`src/rtl/pla_sweep_pkg.sv`:
```
// Shared types and helpers for the PLA sweep signer.
// Holds the sweep FSM state type, the default MISR constants and the MISR
// next-state function used by the signature register.
package pla_sweep_pkg;

  typedef enum logic [1:0] {
    StIdle,
    StSweep,
    StDrain,
    StDone
  } state_e;

  localparam logic [15:0] DefaultSigPoly = 16'h1021;
  localparam logic [15:0] DefaultSigSeed = 16'hFFFF;

  // Widest signature misr_step can handle; narrower registers are zero-extended.
  localparam int unsigned MaxSigW = 32;

  // One Galois MISR step on a width-bit register: shift left, and XOR in the
  // polynomial when the outgoing MSB differs from the incoming bit.
  function automatic logic [MaxSigW-1:0] misr_step(input logic [MaxSigW-1:0] sig,
                                                   input logic               din,
                                                   input logic [MaxSigW-1:0] poly,
                                                   input int unsigned        width);
    logic [MaxSigW-1:0] mask;
    logic               fb;
    logic [MaxSigW-1:0] nxt;
    mask = {MaxSigW{1'b1}} >> (MaxSigW - width);
    fb   = sig[width-1] ^ din;
    nxt  = (sig << 1) ^ (fb ? poly : '0);
    return nxt & mask;
  endfunction

endpackage

```
`src/rtl/pla_misr.sv`:
```
// Signature register for the PLA sweep signer.
// Ports: clk/rst_n (async active-low reset to SIG_SEED), load (reseed, wins
// over en), en (absorb din this cycle), din (response bit), sig (signature).
module pla_misr
  import pla_sweep_pkg::*;
#(
  parameter int unsigned      SIG_W    = 16,
  parameter logic [SIG_W-1:0] SIG_POLY = SIG_W'(DefaultSigPoly),
  parameter logic [SIG_W-1:0] SIG_SEED = SIG_W'(DefaultSigSeed)
) (
  input  logic             clk,
  input  logic             rst_n,
  input  logic             load,
  input  logic             en,
  input  logic             din,
  output logic [SIG_W-1:0] sig
);

  logic [SIG_W-1:0] sig_q;
  logic [SIG_W-1:0] sig_d;

  always_comb begin
    sig_d = SIG_W'(misr_step(MaxSigW'(sig_q), din, MaxSigW'(SIG_POLY), SIG_W));
  end

  always_ff @(posedge clk or negedge rst_n) begin
    if (!rst_n) begin
      sig_q <= SIG_SEED;
    end else if (load) begin
      sig_q <= SIG_SEED;
    end else if (en) begin
      sig_q <= sig_d;
    end
  end

  assign sig = sig_q;

endmodule

```
`src/rtl/pla_sweep_signer.sv`:
```
// Exhaustive stimulus/response wrapper around a single-output PLA netlist.
// Drives all 2^N_IN vectors in ascending order, then counts the ones in the
// response and compacts it into a MISR signature.
// Ports: clk, rst_n (async active-low), start (pulse, honoured in IDLE/DONE),
// x_out/x_valid (vector to the netlist), y_in (netlist output, LATENCY cycles
// behind x_out), busy (SWEEP/DRAIN), done (held until next start),
// ones_count, signature.
module pla_sweep_signer
  import pla_sweep_pkg::*;
#(
  parameter int unsigned      N_IN     = 8,
  parameter int unsigned      LATENCY  = 0,
  parameter int unsigned      SIG_W    = 16,
  parameter logic [SIG_W-1:0] SIG_POLY = SIG_W'(DefaultSigPoly),
  parameter logic [SIG_W-1:0] SIG_SEED = SIG_W'(DefaultSigSeed)
) (
  input  logic             clk,
  input  logic             rst_n,
  input  logic             start,
  output logic [N_IN-1:0]  x_out,
  output logic             x_valid,
  input  logic             y_in,
  output logic             busy,
  output logic             done,
  output logic [N_IN:0]    ones_count,
  output logic [SIG_W-1:0] signature
);

  localparam int unsigned CntW   = N_IN + 1;
  localparam int unsigned DrainW = (LATENCY > 2) ? $clog2(LATENCY) : 1;

  state_e            state_q;
  logic [N_IN-1:0]   x_q;
  logic              x_valid_q;
  logic              busy_q;
  logic              done_q;
  logic [CntW-1:0]   ones_q;
  logic [DrainW-1:0] drain_q;

  logic sample_en;
  logic sample_bit;
  logic launch;

  assign launch = start && ((state_q == StIdle) || (state_q == StDone));

  // A sample is due exactly when the matching x_valid has travelled through
  // the same number of stages as the netlist pipeline.
  if (LATENCY == 0) begin : g_no_dly
    assign sample_en = x_valid_q;
  end else begin : g_dly
    logic [LATENCY-1:0] dly_q;
    always_ff @(posedge clk or negedge rst_n) begin
      if (!rst_n) begin
        dly_q <= '0;
      end else begin
        dly_q <= LATENCY'({dly_q, x_valid_q});
      end
    end
    assign sample_en = dly_q[LATENCY-1];
  end

  // Gate y_in so an undriven or X response outside sample slots never reaches state.
  assign sample_bit = sample_en & y_in;

  always_ff @(posedge clk or negedge rst_n) begin
    if (!rst_n) begin
      state_q   <= StIdle;
      x_q       <= '0;
      x_valid_q <= 1'b0;
      busy_q    <= 1'b0;
      done_q    <= 1'b0;
      ones_q    <= '0;
      drain_q   <= '0;
    end else begin
      if (sample_en) begin
        ones_q <= ones_q + CntW'(sample_bit);
      end
      unique case (state_q)
        StIdle, StDone: begin
          if (start) begin
            state_q   <= StSweep;
            x_q       <= '0;
            x_valid_q <= 1'b1;
            busy_q    <= 1'b1;
            done_q    <= 1'b0;
            ones_q    <= '0;
          end
        end
        StSweep: begin
          if (x_q == '1) begin
            x_q       <= '0;
            x_valid_q <= 1'b0;
            drain_q   <= '0;
            if (LATENCY == 0) begin
              state_q <= StDone;
              busy_q  <= 1'b0;
              done_q  <= 1'b1;
            end else begin
              state_q <= StDrain;
            end
          end else begin
            x_q <= x_q + N_IN'(1);
          end
        end
        StDrain: begin
          // The last sample is absorbed on the same edge that leaves DRAIN.
          if (drain_q == DrainW'(LATENCY - 1)) begin
            state_q <= StDone;
            busy_q  <= 1'b0;
            done_q  <= 1'b1;
          end else begin
            drain_q <= drain_q + DrainW'(1);
          end
        end
        default: state_q <= StIdle;
      endcase
    end
  end

  pla_misr #(
    .SIG_W   (SIG_W),
    .SIG_POLY(SIG_POLY),
    .SIG_SEED(SIG_SEED)
  ) u_misr (
    .clk  (clk),
    .rst_n(rst_n),
    .load (launch),
    .en   (sample_en),
    .din  (sample_bit),
    .sig  (signature)
  );

  assign x_out      = x_q;
  assign x_valid    = x_valid_q;
  assign busy       = busy_q;
  assign done       = done_q;
  assign ones_count = ones_q;

endmodule

```
`config.mk`:
```
export PLATFORM = sky130hd
export DESIGN_NAME = pla_sweep_signer
export DESIGN_NICKNAME = d
export VERILOG_FILES = /design/src/rtl/pla_sweep_pkg.sv /design/src/rtl/pla_misr.sv /design/src/rtl/pla_sweep_signer.sv
export SDC_FILE = /design/constraint.sdc
export NUM_CORES = 1
export LEC_CHECK = 0
export ABC_AREA = 1
export BUFFER_PORTS_ARGS = -buffer_cell sky130_fd_sc_hd__buf_2
export CAP_MARGIN = 0
export CORE_MARGIN = 1
export CORE_UTILIZATION = 58
export DETAILED_ROUTE_END_ITERATION = 6
export GPL_TIMING_DRIVEN = 0
export PLACE_DENSITY = 0.84
export SETUP_SLACK_MARGIN = 0.4
export SLEW_MARGIN = 20
export SYNTH_ARGS = -nofsm -noshare
export SYNTH_HDL_FRONTEND = slang
export SYNTH_SLANG_ARGS = --single-unit
```
`constraint.sdc`:
```
create_clock -name clk -period 3 [get_ports clk]
set_clock_uncertainty 0.05 [all_clocks]
set_input_delay 0.15 -clock clk [delete_from_list [all_inputs] [get_ports clk]]
set_output_delay 0.15 -clock clk [all_outputs]
set_load 0.01 [all_outputs]
```
==> flow_summary.json <==
{
  "tritoncts": "built",
  "p_int_mw": 0.731,
  "critPathMaxStageDelay_ns": 0.42,
  "timing.slew.headroom_pct": 46.8,
  "routed_via_density": 4.87,
  "htreeDepth": 2,
  "grt_max_degree": 39,
  "clockPowerShare_pct": 42.6,
  "num_rows": 20,
  "multi_input_area_um2": 723,
  "path_cells": "inv_1 -> ha_1 -> nand2_2 -> inv_2 -> nor2_4 -> buf_6 -> a22oi_1",
  "track_usage_pct": 22.1,
  "syn_area_mm2": 0.00187,
  "fin_nets": 258,
  "vias": 1433,
  "endpoint_kind": "flop",
  "io_buffers": 39,
  "synth.most_common_cell": "inv_1",
  "dr.pass1.iters": 4,
  "yosysTopAreaCellShare_pct": 29.5,
  "crit_type": "reg2reg",
  "grt_pass1_wl_um": 5650,
  "antenna_left": 0,
  "synth.distinct_cells": 29,
  "ys_seq_area_share_pct": 52.0,
  "sw_frac_of_total_pct": 20.2,
  "ctsResizeCount": 0,
  "seq_area_um2": 971,
  "cts_buffers": 5,
  "power.switching_mw": 0.185,
  "path_clk_slew_ns": 0.11,
  "drv_cap": 0,
  "status": "finished, final reports clean",
  "die_y_um": 58.7,
  "diodes": 0,
  "clock-sinks": 38,
  "core_mm2": 0.00305,
  "drive_above_1_share_pct": 35.2,
  "antenna_found_initial": 0,
  "place.gp.congestion": 0.842,
  "gr-total-overflow": 0,
  "async_flop_share_pct": 100,
  "ys_ff_latch": 38,
  "slew_viol_final": 0,
  "initial_core_util_pct": 61.1,
  "stdcell_count": 294,
  "p_per_area_mw_per_mm2": 411,
  "critPathLaunchType": "flop",
  "totalWireLength_um": 3360,
  "die_w_um": 58.7,
  "crit_path_max_fanout": 10,
  "yosysWarnings": 0,
  "fin_setup_tns_ns": 0,
  "synth_top_area_cell": "dfrtp_1",
  "final.min_clock_period_ns": 1.70,
  "drc": 0,
  "fin_crit_sh_pct": 56.6,
  "cpMaxStageDelayCell": "dfrtp_1",
  "synthTopCellsByArea": "dfrtp_1 29%, dfstp_2 23%, inv_1 7.0%, nand2_1 6.6%, a22oi_1 4.8%",
  "grt_pass1_vias": 1347,
  "ys.flop_type": "dfrtp_1",
  "peakVddDrop_uv": 393,
  "max_freq_ghz": 0.589,
  "r2r_start": "done",
  "dp_hpwl_um": 2490,
  "worstPathArrival_ns": 1.94,
  "clockBufferDepth": 2,
  "area_growth_pct": 19.4,
  "dp.cells": 285,
  "fillers": 253,
  "synth-edff-count": 0,
  "syn_inst": 202,
  "setup_viol": 0,
  "rsz0062_at_grt": "false",
  "min_from": "start",
  "finish.utilization_pct": 73.0,
  "clk_latency_ns": 0.35,
  "synth.avg_cell_area_um2": 9.24,
  "leakage_nw": 1.24,
  "reg2reg_depth": 7,
  "wire_per_inst_um": 11.4,
  "syn_nets": 211,
  "design.portCount": 40,
  "rrSetupSlack_ns": 1.30,
  "postCtsSetupBuffers": 0,
  "hold_path_end": "ones_count[8]",
  "regToRegEndpoint": "u_misr.sig[14]",
  "synth_top_cells_by_count": "35 x inv_1, 33 x nand2_1, 22 x dfrtp_1",
  "tightestPinTransition_ns": 0.798,
  "cp.required_ns": 3.24,
  "seqPwrFrac_pct": 56.0,
  "cts_root_buffer": "clkbuf_4",
  "dr.first_iter.drc_count": 65,
  "hold_viol_final": 0,
  "hp-class": "in2reg",
  "min_path_cells": 4,
  "pwr-share-comb_pct": 1.3,
  "dieArea_mm2": 0.00345
}
==> worst max-delay path: cells and delay by family, from the launching register on <==
kind,cells,cell delay (ns)
flip-flops,1,0.42
buffers and inverters,3,0.37
AO/OA/AOI/OAI,1,0.09
AND/OR/NAND/NOR,2,0.37
adder cells (fa/ha/maj),1,0.33
==> worst max-delay path by stage <==
stage	startpoint	end	slack [ns]	cells past startpoint
after floorplan	x_valid	ones_count[8]	1.35	12
after global placement	done	u_misr.sig[2]	1.34	7
after detailed placement	done	u_misr.sig[2]	1.32	7
after CTS	x_valid	ones_count[8]	1.30	13
after global routing	x_valid	ones_count[8]	1.16	13
final	done	u_misr.sig[14]	1.30	7
==> sequential cells by signal (all words and copies together) (netlist names) <==
name / flops
done: 1
drain_q: 1
busy: 1
u_misr.sig: 16
x_out: 8
ones_count: 9
x_valid: 1
state_q: 1
==> layout make-up <==
type	count	share of cell area (%)
Sequential cell	38	43.6
Buffer	3	1.52
Timing Repair Buffer	40	9.21
Tap cell	44	2.47
Inverter	37	6.23
Multi-Input combinational cell	124	32.5
Clock buffer	8	4.55
==> what timing repair did <==
action / in CTS / in global routing
setup endpoints to repair: 0 / 0
endpoints found under the hold margin: 22 / 0
hold buffers: 1 / 0
==> cells by family (layout without fill, tap and decap cells) <==
group	after synthesis	in the layout	share of synthesized area (%)
simple gates	84	84	22.3
compound gates	31	31	11.3
fa+ha+maj	5	5	3.35
buf+inv	40	88	9.25
flops	38	38	52.0
xor+xnor	4	4	1.88
==> metal layers <==
metal	share of wire (%)	vias to the layer above	GRT usage [%]
li1	-	730	-
met1	46	662	28.0
met2	46	32	34.9
met3	4.6	9	4.62
met4	2.9	0	12.9
met5	0	-	0
==> metrics by stage <==
stage | worst slack (ns) | area [um^2] | power, mW | hold WS, ns
after floorplan | 1.35 | 1870 | 0.522 | -0.196
after global placement | 1.34 | 2120 | 0.534 | 0.235
after detailed placement | 1.32 | 2120 | 0.534 | 0.230
after CTS | 1.30 | 2230 | 0.923 | 0.102
after global routing | 1.16 | 2230 | 0.939 | 0.134
final | 1.30 | 2230 | 0.916 | 0.109
==> cells in the final DEF (no fill, tap or decap) <==
master,count
a21oi_1,6
a21oi_2,1
a22o_1,2
a22oi_1,12
a22oi_2,1
buf_2,39
buf_6,3
clkbuf_16,2
clkbuf_4,5
clkbuf_8,1
dfrtp_1,22
dfstp_2,16
dlygate4sd3_1,1
ha_1,5
inv_1,35
inv_2,2
nand2_1,33
nand2_2,7
nand2_4,2
nand3_1,7
nand3_2,1
nand4_1,1
nand4_2,1
nor2_1,20
nor2_2,3
nor2_4,3
nor3_1,4
nor3b_1,1
o21ai_0,5
o21ai_1,3
o21bai_2,1
or2_1,1
xnor2_1,1
xor2_1,3
==> power groups by stage <==
stage | clock, mW | combinational, mW | sequential, mW
2_1_floorplan | 0 | 0.0000186 | 0.522
3_3_place_gp | 0 | 0.0120 | 0.522
3_5_place_dp | 0 | 0.0119 | 0.522
4_1_cts | 0.397 | 0.0129 | 0.513
5_1_grt | 0.411 | 0.0140 | 0.513
6_report | 0.390 | 0.0121 | 0.513
(Power assumes the default switching activity.)
